$ cat config.mk
export PLATFORM = sky130hd
export DESIGN_NAME = data_mem_bridge
export DESIGN_NICKNAME = d
export VERILOG_FILES = /design/src/rtl/data_mem_pkg.sv /design/src/rtl/data_mem_load_align.sv /design/src/rtl/data_mem_bridge.sv
export SDC_FILE = /design/constraint.sdc
export NUM_CORES = 1
export LEC_CHECK = 0
export ABC_AREA = 1
export CORE_UTILIZATION = 46
export DETAILED_ROUTE_END_ITERATION = 12
export GPL_TIMING_DRIVEN = 0
export PLACE_DENSITY = 0.78
export SKIP_CTS_REPAIR_TIMING = 1
export SYNTH_ARGS = -nofsm -noshare
export SYNTH_HDL_FRONTEND = slang
export SYNTH_SLANG_ARGS = --single-unit
$ cat constraint.sdc
create_clock -name clock -period 2.2 [get_ports clock]
set_input_delay 0.22 -clock clock [delete_from_list [all_inputs] [get_ports clock]]
set_output_delay 0.22 -clock clock [all_outputs]
set_load 0.005 [all_outputs]
$ cat src/rtl/data_mem_pkg.sv
// data_mem_pkg: width codes, FSM encoding and lane helpers shared by the data memory bridge
package data_mem_pkg;
  localparam logic [2:0] WIDTH_B  = 3'b000;
  localparam logic [2:0] WIDTH_H  = 3'b001;
  localparam logic [2:0] WIDTH_W  = 3'b010;
  localparam logic [2:0] WIDTH_BU = 3'b100;
  localparam logic [2:0] WIDTH_HU = 3'b101;
  typedef enum logic [1:0] {S_IDLE, S_BEAT0, S_BEAT1, S_DONE} state_e;
  function automatic logic [3:0] size_mask(input logic [1:0] w);
    return w == 2'b00 ? 4'b0001 : w == 2'b01 ? 4'b0011 : 4'b1111;
  endfunction
  function automatic logic crosses(input logic [1:0] w, input logic [1:0] off);
    return ({1'b0, off} + {1'b0, w[1], |w}) > 3'd3;
  endfunction
endpackage

$ cat src/rtl/data_mem_load_align.sv
// data_mem_load_align: shifts the two captured bus words down to the access offset and extends the result
module data_mem_load_align
  import data_mem_pkg::*;
(
  input  logic [31:0] rd_lo,
  input  logic [31:0] rd_hi,
  input  logic [1:0]  off,
  input  logic [2:0]  width,
  output logic [31:0] data
);
  logic [31:0] sh;
  always_comb begin
    sh = 32'({rd_hi, rd_lo} >> {off, 3'b000});
    data = width == WIDTH_B  ? {{24{sh[7]}}, sh[7:0]} :
           width == WIDTH_H  ? {{16{sh[15]}}, sh[15:0]} :
           width == WIDTH_BU ? {24'b0, sh[7:0]} :
           width == WIDTH_HU ? {16'b0, sh[15:0]} : sh;
  end
endmodule

$ cat src/rtl/data_mem_bridge.sv
// data_mem_bridge: turns core byte/half/word loads and stores into word-aligned valid/ready bus beats
module data_mem_bridge
  import data_mem_pkg::*;
#(
  parameter bit ALLOW_MISALIGNED = 1'b1,
  parameter int TIMEOUT_CYCLES   = 255
) (
  input  logic        clock,
  input  logic        reset,
  input  logic [31:0] data_mem_address,
  input  logic [31:0] data_mem_write_data,
  input  logic [2:0]  data_mem_width,
  input  logic        data_mem_read_enable,
  input  logic        data_mem_write_enable,
  output logic [31:0] data_mem_data_fetched,
  output logic        data_mem_done,
  output logic        data_mem_stall,
  output logic        data_mem_fault,
  output logic [31:0] bus_address,
  output logic [31:0] bus_write_data,
  output logic [3:0]  bus_byte_enable,
  output logic        bus_write,
  output logic        bus_valid,
  input  logic        bus_ready,
  input  logic [31:0] bus_read_data
);
  localparam int CW = TIMEOUT_CYCLES > 0 ? $clog2(TIMEOUT_CYCLES + 1) : 1;
  localparam logic [CW-1:0] CNT_LAST = CW'(TIMEOUT_CYCLES > 0 ? TIMEOUT_CYCLES - 1 : 0);
  state_e state_q, state_d;
  logic [31:0] addr_q, addr_d, wdata_q, wdata_d, rd_lo_q, rd_lo_d, rd_hi_q, rd_hi_d, ld_data;
  logic [2:0] width_q, width_d;
  logic write_q, write_d, fault_q, fault_d, req, illegal, beat1;
  logic [CW-1:0] cnt_q, cnt_d;
  logic [7:0] e8;
  logic [63:0] wd64;
  assign req = data_mem_read_enable | data_mem_write_enable;
  assign illegal = data_mem_width[1:0] == 2'b11 || data_mem_width[2:1] == 2'b11 ||
                   (data_mem_width[2] && data_mem_write_enable) ||
                   (data_mem_read_enable && data_mem_write_enable) ||
                   (!ALLOW_MISALIGNED && crosses(data_mem_width[1:0], data_mem_address[1:0]));
  assign e8 = {4'b0, size_mask(width_q[1:0])} << addr_q[1:0];
  assign wd64 = {32'b0, wdata_q} << {addr_q[1:0], 3'b000};
  assign beat1 = state_q == S_BEAT1;
  data_mem_load_align u_align (
    .rd_lo(rd_lo_q),
    .rd_hi(rd_hi_q),
    .off  (addr_q[1:0]),
    .width(width_q),
    .data (ld_data)
  );
  always_comb begin
    state_d = state_q;
    addr_d = addr_q;
    wdata_d = wdata_q;
    width_d = width_q;
    write_d = write_q;
    fault_d = fault_q;
    rd_lo_d = rd_lo_q;
    rd_hi_d = rd_hi_q;
    cnt_d = cnt_q;
    bus_valid = 1'b0;
    bus_write = 1'b0;
    bus_address = '0;
    bus_byte_enable = '0;
    bus_write_data = '0;
    data_mem_done = 1'b0;
    data_mem_fault = 1'b0;
    data_mem_stall = 1'b0;
    data_mem_data_fetched = '0;
    case (state_q)
      S_IDLE: begin
        data_mem_stall = reset & req;
        if (req) begin
          addr_d = data_mem_address;
          wdata_d = data_mem_write_data;
          width_d = data_mem_width;
          write_d = data_mem_write_enable;
          fault_d = illegal;
          cnt_d = '0;
          state_d = illegal ? S_DONE : S_BEAT0;
        end
      end
      S_BEAT0, S_BEAT1: begin
        data_mem_stall = 1'b1;
        bus_valid = 1'b1;
        bus_write = write_q;
        bus_address = {addr_q[31:2], 2'b00} + (beat1 ? 32'd4 : 32'd0);
        bus_byte_enable = beat1 ? e8[7:4] : e8[3:0];
        bus_write_data = beat1 ? wd64[63:32] : wd64[31:0];
        if (bus_ready) begin
          rd_lo_d = beat1 ? rd_lo_q : bus_read_data;
          rd_hi_d = beat1 ? bus_read_data : rd_hi_q;
          cnt_d = '0;
          state_d = !beat1 && |e8[7:4] ? S_BEAT1 : S_DONE;
        end else begin
          cnt_d = cnt_q + CW'(1);
          if (TIMEOUT_CYCLES > 0 && cnt_q == CNT_LAST) begin
            fault_d = 1'b1;
            state_d = S_DONE;
          end
        end
      end
      default: begin
        data_mem_done = 1'b1;
        data_mem_fault = fault_q;
        data_mem_data_fetched = fault_q || write_q ? 32'b0 : ld_data;
        state_d = S_IDLE;
      end
    endcase
  end
  always_ff @(posedge clock or negedge reset) begin
    if (!reset) begin
      state_q <= S_IDLE;
      addr_q <= '0;
      wdata_q <= '0;
      width_q <= '0;
      write_q <= 1'b0;
      fault_q <= 1'b0;
      rd_lo_q <= '0;
      rd_hi_q <= '0;
      cnt_q <= '0;
    end else begin
      state_q <= state_d;
      addr_q <= addr_d;
      wdata_q <= wdata_d;
      width_q <= width_d;
      write_q <= write_d;
      fault_q <= fault_d;
      rd_lo_q <= rd_lo_d;
      rd_hi_q <= rd_hi_d;
      cnt_q <= cnt_d;
    end
  end
endmodule

## After elaboration in Yosys (flattened, before gate mapping)

Index checks and enable logic that the tools add are counted.
W data, S select, Z words.

| storage, ports and cells | value |
|---|---|
| memory bits (read-only) | 0 |
| input bits | 104 |
| memories kept | 0 |
| bits in latches | 0 |
| output and inout port bits | 105 |
| RAM bits | 0 |
| register bits after elaboration | 143 |

| operators by class | value |
|---|---|
| $add $sub $neg | 2 |
| eq/ne operators | 13 |
| div/mod/pow operators | 0 |
| shift-type cells | 3 |
| reductions and logical operators | 21 |
| order comparisons | 0 |
| bitwise logic cells | 3 |
| $mul | 0 |
| muxes and demuxes | 32 |

Operators by type and width:

| kind | number |
|---|---|
| $mux W32 | 9 |
| $shl A32 B5 Y64 | 1 |
| $shr A64 B5 Y32 | 1 |
| $add A32 B3 Y32 | 1 |
| $mux W4 | 4 |
| $mux W8 | 2 |
| $pmux W8 S2 | 1 |
| $add A8 B1 Y8 const B | 1 |
| $eq A8 B8 Y1 const B | 1 |
| $mux W1 | 8 |
| $mux W2 | 4 |
| $shl A4 B2 Y8 | 1 |
| $eq A2 B2 Y1 const B | 3 |
| $eq A3 B3 Y1 const B | 2 |
| $ne A2 B2 Y1 const B | 3 |
| $reduce_and A2 Y1 | 3 |
| $reduce_and A3 Y1 | 2 |
| $eq A2 B1 Y1 const B | 2 |
| $logic_not A2 Y1 | 2 |
| $logic_or A1 B1 Y1 | 4 |
| $pmux W1 S2 | 2 |
| $pmux W2 S2 | 1 |
| $reduce_and A4 Y1 | 1 |
| $reduce_or A4 Y1 | 1 |
| other kinds (12) | 14 |

## Logic depth before layout (Yosys ltp)

Gate-level depths: netlist (run 1).

| depth | value |
|---|---|
| word-level depth | 9 |
| mapped depth | 12 |
| gate-level depth less buffers | 12 |

## Cells and area by module

A second synthesis (run 1) with hierarchy kept.

| unflattened totals | value |
|---|---|
| cell total of the unflattened synthesis | 1382 |
| area, all modules | 9142.5 um^2 |

By module, submodules not included:

| module | sequential area each (um^2) | cells each | times used | area each (um^2) |
|---|---|---|---|---|
| data_mem_bridge | 3578.4 | 1129 | 1 | 7933.9 |
| data_mem_load_align | 0.0 | 253 | 1 | 1208.7 |

## Worst setup path before layout (run 1)

Ideal clock, no wire load.

| path | value |
|---|---|
| path kind | register -> output |
| start point | reg state_q[0] |
| end point | out bus_address[22] |
| arrival time | 1.908 ns |
| slack | 0.072 ns |
| required time | 1.980 ns |
| buffers on the path | 0 |
| stages on the path, launching flop included | 10 |
| path through | dfrtp_1 inv_1 ha_1 ha_1 ha_1 nand2_1 nor2_1 nand4_1 o21ai_0 nor2_1 |

| between the ends | value |
|---|---|
| word-level cells in the longest chain between the ends | 4 |
| elaborated cells between the ends (all ways) | 6 |
| those cells by class | 1 x add/sub; 2 x eq/ne; 2 x mux; 1 x reduce/logical |

Ends and longest elaborated chain:

| element | line | RTL |
|---|---|---|
| from (decl) | data_mem_bridge.sv:29 | `state_e state_q, state_d;` |
| from (signal assigned) | data_mem_bridge.sv:123 | `state_q <= state_d;` |
| $eq A2 B2 Y1 | data_mem_bridge.sv:43, data_mem_bridge.sv:70 |  |
| $mux W3 | data_mem_bridge.sv:87 | `bus_address = {addr_q[31:2], 2'b00} + (beat1 ? 32'd4 : 32'd0);` |
| $add A32 B3 Y32 | data_mem_bridge.sv:87 |  |
| $mux W32 (*) | data_mem_bridge.sv:70 | `case (state_q)` |
| to (decl) | data_mem_bridge.sv:19 | `output logic [31:0] bus_address,` |

Mark *: on every way between the ends. The rest lies on a longest branch, timed or not.

## Worst setup path after layout (run 1)

| path | value |
|---|---|
| start point | reg state_q[0] |
| end point | out bus_write_data[14] |

| between the ends | value |
|---|---|
| word-level cells in the longest chain between the ends | 3 |
| elaborated cells between the ends (all ways) | 5 |
| those cells by class | 2 x eq/ne; 2 x mux; 1 x reduce/logical |

Ends and longest elaborated chain:

| element | line | RTL |
|---|---|---|
| $eq A2 B2 Y1 / $eq A2 B1 Y1 (equally long branches) | data_mem_bridge.sv:43, data_mem_bridge.sv:70 |  |
| $mux W32 / $reduce_or A2 Y1 (equally long branches) | data_mem_bridge.sv:89, data_mem_bridge.sv:70 |  |
| $mux W32 (*) | data_mem_bridge.sv:70 |  |
| to (decl) | data_mem_bridge.sv:20 | `output logic [31:0] bus_write_data,` |

Marks and branches as above.

==> results of run 1 <==
[critical path, stage by stage (launching register included)]
cell and delay, ns:
dfrtp_2 0.40, inv_2 0.06, buf_4 0.14, ha_4 0.33, inv_8 0.08, nor2_4 0.21, inv_4 0.07, buf_4 0.16
o21ai_1 0.14, nand2_1 0.10, inv_1 0.06, dlymetal6s2s_1 0.11
[sequential cells by signal, indices dropped and copies added, names as in the netlist]
register / count
addr_q: 32
cnt_q: 8
fault_q: 1
rd_hi_q: 24
rd_lo_q: 32
state_q: 2
wdata_q: 32
width_q: 3
write_q: 1
[layer usage]
metal | vias up | track usage | part of all wire
li1 | 4854 | - | -
met1 | 4925 | 0.488 | 0.41
met2 | 619 | 0.548 | 0.46
met3 | 95 | 0.0578 | 0.094
met4 | 0 | 0.109 | 0.030
met5 | - | 0 | 0
[kinds of logic after synthesis]
kind of cell | synth area share
xor gates and xnor gates | 0.00696
buffers and inverters | 0.106
muxes | 0.00909
other | 0.000426
adders and majority gates | 0.0114
DFF | 0.384
and+or+nand+nor | 0.339
AOI/OAI and AO/OA | 0.144
[per-stage QoR]
step                total power, mW  cell area, um^2  TNS [ns]  utilization
floorplan                      10.7             8810         0            -
global placement               15.5            11200   -658.07        0.595
detailed placement             15.6            11200    -34.87        0.597
CTS                            18.5            11800    -82.22        0.627
global route                   22.4            13100    -17.10        0.699
finish                         21.3            13100    -12.34        0.699
[cells in the final DEF (no fill, tap or decap), types with 7 or more instances in the layout]
master	n
dlymetal6s2s_1	29
inv_2	8
clkdlybuf4s50_1	106
a21oi_2	36
clkbuf_16	19
o21ai_2	11
a31oi_1	9
nand2_4	9
inv_1	123
clkbuf_2	37
nand2_2	22
inv_4	8
nor2_4	21
dfrtp_1	129
clkbuf_1	15
buf_2	49
buf_12	11
inv_8	7
nand3_2	11
nand2_1	458
a21oi_1	30
nor3_1	8
nor2_2	8
o21ai_0	91
nor2_1	86
buf_4	63
mux2i_1	8
o21ai_1	34
nand3_1	97
buf_6	29
[cell type report]
type,instances,area (um^2)
clock inverters,14,136
multi-input cells,989,5180
clock buffers,18,429
inverters,144,593
diodes,1,2.50
flip-flops and latches,135,3390
fillers,1569,5650
repair buffers,284,2530
well taps,234,293
plain buffers,66,577
[report_power, final]
part / internal, mW / switching, mW
clock: 1.50 / 1.34
combinational: 5.52 / 8.11
sequential: 3.63 / 1.15
[how the worst max path moves through the flow]
| stage | from | end | slack (ns) | depth (start not counted) |
|---|---|---|---|---|
| 2_1_floorplan | state_q[0] | bus_address[22] | 0.07 | 9 |
| 3_5_place_dp | state_q[0] | bus_address[22] | -0.91 | 11 |
| 3_3_place_gp | reset | wdata_q[9] | -4.61 | 1 |
| 5_1_grt | state_q[0] | bus_address[30] | -0.40 | 14 |
| 6_report | state_q[0] | bus_write_data[14] | -0.34 | 11 |
| 4_1_cts | state_q[0] | bus_address[22] | -1.40 | 11 |
==> flow_metrics.py, run 1 <==
metrics = {
    "status": {
        "status": "finished, violations left",
        "violations": "setup timing",
    },
    "clocking": {
        "clk_latency_ns": 0.45,
        "cts_tree": "built",
        "clockBufferDepth": 2,
        "root_buffer": "clkbuf_16",
        "clkSlewWorstSetupHoldPaths_ns": 0.07,
        "cts_num_sinks": 135,
        "htreeDepth": 4,
        "cts_buffers": 17,
    },
    "logic_synthesis": {
        "synthTopCellsByCount": "nand2_1, dfrtp_1, inv_1, o21ai_0, nand3_1",
        "syn-cell-area_um2": 8810,
        "ys_warn_count": 0,
        "synth_cells": 1330,
        "synth_edf_count": 0,
        "ys_seq_area_frac": 0.384,
        "ys.flop_type": "dfrtp_1",
        "yosysTopAreaCell": "dfrtp_1",
        "synth_cell_types": 34,
        "async_reset_ff_frac": 1.00,
        "ys_ff_latch": 135,
        "yosysMostFrequentCell": "nand2_1",
        "post_synth.cell_area_avg_um2": 6.62,
        "synthTopCellsByArea": "dfrtp_1, nand2_1, o21ai_0",
        "yosysTopAreaCellShare": 0.384,
    },
    "flow_run": {
        "maxCapViolCount": 0,
    },
    "critical_path": {
        "reg2reg_from": "state_q[0]",
        "crit_type": "reg -> out",
        "r2r-end": "rd_hi_q[23]",
        "path_max_fanout": 10,
        "cp-end-kind": "output pin",
        "rrSetupSlack_ns": 0.05,
        "cp_data_arrival_time_ns": 2.32,
        "start_kind": "register",
        "r2r_cells": 14,
        "required_ns": 1.98,
    },
    "placed_design": {
        "dpl.cell_count": 1772,
        "io_buffers": 206,
        "dp_slack_ns": -0.907,
        "hpwl_mm": 25.4,
        "routabilityCongestion": 0.950,
    },
    "floorplanning": {
        "fp.dieH_um": 140,
        "io_pins": 209,
        "num_rows": 50,
        "dieWidth_um": 140,
        "core_um2": 18800,
        "dieArea_um2": 19700,
        "initial_core_util": 0.469,
    },
    "sta": {
        "relSlewSlack": 0.520,
        "tightest_slew_ns": 0.719,
        "setup_viol": 83,
        "post-route-min-period_ns": 2.54,
        "drv_slew": 0,
        "post-route-period-util": 1.15,
        "setup_slack_ns": -0.340,
        "final-hold-violation-count": 0,
        "skew_ns": 0.00982,
        "rsz0062_at_grt": "yes",
        "max_freq_ghz": 0.394,
        "hold_ws_ns": 0.295,
    },
    "power": {
        "vdd_ir_drop_max_v": 0.000875,
        "leakage_nw": 6.82,
        "pwr_density_cell_nw_per_um2": 1620,
    },
    "drt": {
        "firstDrtPassIters": 6,
        "drc": 0,
        "drt_wl_total_mm": 36.0,
        "drt_iter0_drc": 1117,
        "vias_per_cell": 5.57,
        "wl_per_cell_um": 19.1,
        "vias": 10500,
        "ant_nets": 0,
    },
    "cells_and_area": {
        "areaGrowthSynthToFinish_pct": 48.9,
        "drive_gt1_frac": 0.245,
        "nNetsFinal": 1749,
        "final_cells": 1885,
    },
    "global_route": {
        "grt_pass1_vias": 9239,
        "antenna_found_initial": 1,
        "overflow": 0,
        "grtUsageTotal": 0.348,
        "grt_max_degree": 81,
        "grt_pass1_wl_mm": 51.8,
    },
    "hold_path": {
        "hold_class": "in -> async",
    },
}
No activity file was read; power rests on OpenSTA's default activity.
==> inputs of run 2 (changes only) <==
- HOLD_SLACK_MARGIN: not set -> 0.06
==> results of run 2 <==
The final DEF is identical to that of run 1; final timing and power are the same.
==> inputs of run 3 (changes only) <==
- CORE_UTILIZATION: 46 -> 59
- CTS_CLUSTER_SIZE: not set -> 25
- DONT_BUFFER_PORTS: not set -> 1
==> flow_metrics.py, run 3 (synthesis gave the netlist of run 1 again) <==
metrics = {
    "status": {
        "status": "finished, violations left",
        "violations": "hold timing, setup timing",
    },
    "global_route": {
        "overflow": 0,
        "grt_pass1_wl_mm": 43.4,
        "antenna_found_initial": 0,
        "grtUsageTotal": 0.381,
        "grt_max_degree": 137,
        "grt_pass1_vias": 8121,
    },
    "critical_path": {
        "r2r_cells": 10,
        "r2r-end": "wdata_q[23]",
        "cp-end-kind": "output pin",
        "path_max_fanout": 5,
        "crit_start": "state_q[0]",
        "start_kind": "register",
        "cp_data_arrival_time_ns": 2.10,
        "rrSetupSlack_ns": 0.13,
        "crit_type": "reg -> out",
        "required_ns": 1.98,
        "reg2reg_from": "state_q[0]",
    },
    "sta": {
        "setup_slack_ns": -0.116,
        "drv_slew": 0,
        "final-hold-violation-count": 135,
        "rsz0062_at_grt": "yes",
        "skew_ns": 0.00677,
        "finalSetupTns_ns": -0.884,
        "post-route-period-util": 1.05,
        "setup_viol": 27,
        "post-route-min-period_ns": 2.32,
        "max_freq_ghz": 0.432,
        "hold_ws_ns": -0.511,
        "tightest_slew_ns": 0.674,
        "relSlewSlack": 0.550,
    },
    "floorplanning": {
        "core_um2": 14500,
        "initial_core_util": 0.606,
        "dieArea_um2": 15400,
        "dieWidth_um": 124,
        "fp.dieH_um": 124,
        "io_pins": 209,
        "num_rows": 44,
    },
    "cells_and_area": {
        "antenna_cells": 0,
        "layout_commonest_cell": "nand2_1",
        "top_regs": "addr_q (32), rd_lo_q (32), wdata_q (32)",
        "drive_gt1_frac": 0.146,
        "areaGrowthSynthToFinish_pct": 26.9,
        "final_cells": 1662,
        "final_cell_mix": "nand2_1, dfrtp_1, inv_1",
        "fillerInstances": 1073,
        "nNetsFinal": 1577,
    },
    "placed_design": {
        "dp_slack_ns": -0.465,
        "dpl.cell_count": 1515,
        "routabilityCongestion": 0.969,
        "io_buffers": 0,
        "hpwl_mm": 21.6,
    },
    "drt": {
        "vias_per_cell": 6.04,
        "drt_wl_total_mm": 32.9,
        "wl_per_cell_um": 19.8,
        "drt_iter0_drc": 1402,
        "drc": 0,
        "firstDrtPassIters": 7,
        "ant_nets": 0,
        "vias": 10000,
    },
    "clocking": {
        "htreeDepth": 4,
        "clockBufferDepth": 2,
        "cts_buffers": 17,
        "clk_latency_ns": 0.43,
        "root_buffer": "clkbuf_16",
        "cts_tree": "built",
        "clkSlewWorstSetupHoldPaths_ns": 0.06,
        "cts_num_sinks": 135,
    },
    "power": {
        "pwr_density_cell_nw_per_um2": 1610,
        "vdd_ir_drop_max_v": 0.000979,
        "leakage_nw": 5.40,
    },
    "hold_path": {
        "hold_class": "in -> async",
    },
    "flow_run": {
        "maxCapViolCount": 0,
    },
}
==> run 3: final cells by class <==
type / instances / area, um^2 / area share
Multi-Input combinational cell: 987 / 4890 / 0.437
Sequential cell: 135 / 3380 / 0.303
Timing Repair Buffer: 114 / 1110 / 0.0992
Inverter: 144 / 563 / 0.0504
Clock buffer: 21 / 480 / 0.0430
Buffer: 66 / 413 / 0.0369
Tap cell: 184 / 230 / 0.0206
Clock inverter: 11 / 113 / 0.0101
==> run 3: how the worst max path moves through the flow <==
| stage | endpoint |
|---|---|
| after floorplan | bus_address[22] |
| after global placement | bus_address[22] |
| after detailed placement | bus_address[22] |
| after CTS | bus_address[22] |
| after global routing | bus_address[22] |
| final | bus_address[22] |
==> run 3: critical path, stage by stage, from the launching register on <==
cell and delay (ns):
dfrtp_1 0.39, inv_2 0.08, ha_4 0.17, ha_4 0.16
ha_4 0.17, nand2_4 0.08, nor2_4 0.14, nand4_1 0.13
nor2_1 0.15, nor2_1 0.05, nor2_1 0.16
==> run 3: routing by layer <==
metal / wire length (um) / share of wire / track usage / up-vias
met5: 0 / 0 / 0 / -
met4: 1170 / 0.036 / 0.109 / 0
met3: 4380 / 0.13 / 0.156 / 130
met2: 14500 / 0.44 / 0.559 / 763
met1: 12800 / 0.39 / 0.515 / 4636
li1: - / - / - / 4516
==> run 3: report_power, final <==
group          switching [mW]  internal (mW)  leakage, nW  total (mW)
Clock                    1.19           1.69        0.285        2.88
Combinational            7.04           3.30         3.44        10.3
Sequential               1.12           3.62         1.67        4.74
Total                    9.34           8.62         5.40        18.0
==> run 3: through the flow <==
stage               power [mW]  utilization  hold WS (ns)  cell area [um^2]
global placement          13.2        0.622       -0.0727              9040
floorplan                 10.7            -       -0.0756              8810
detailed placement        13.3        0.622       -0.0720              9040
CTS                       16.2        0.663        -0.520              9640
global route              19.1        0.769        -0.525             11200
finish                    18.0        0.769        -0.511             11200
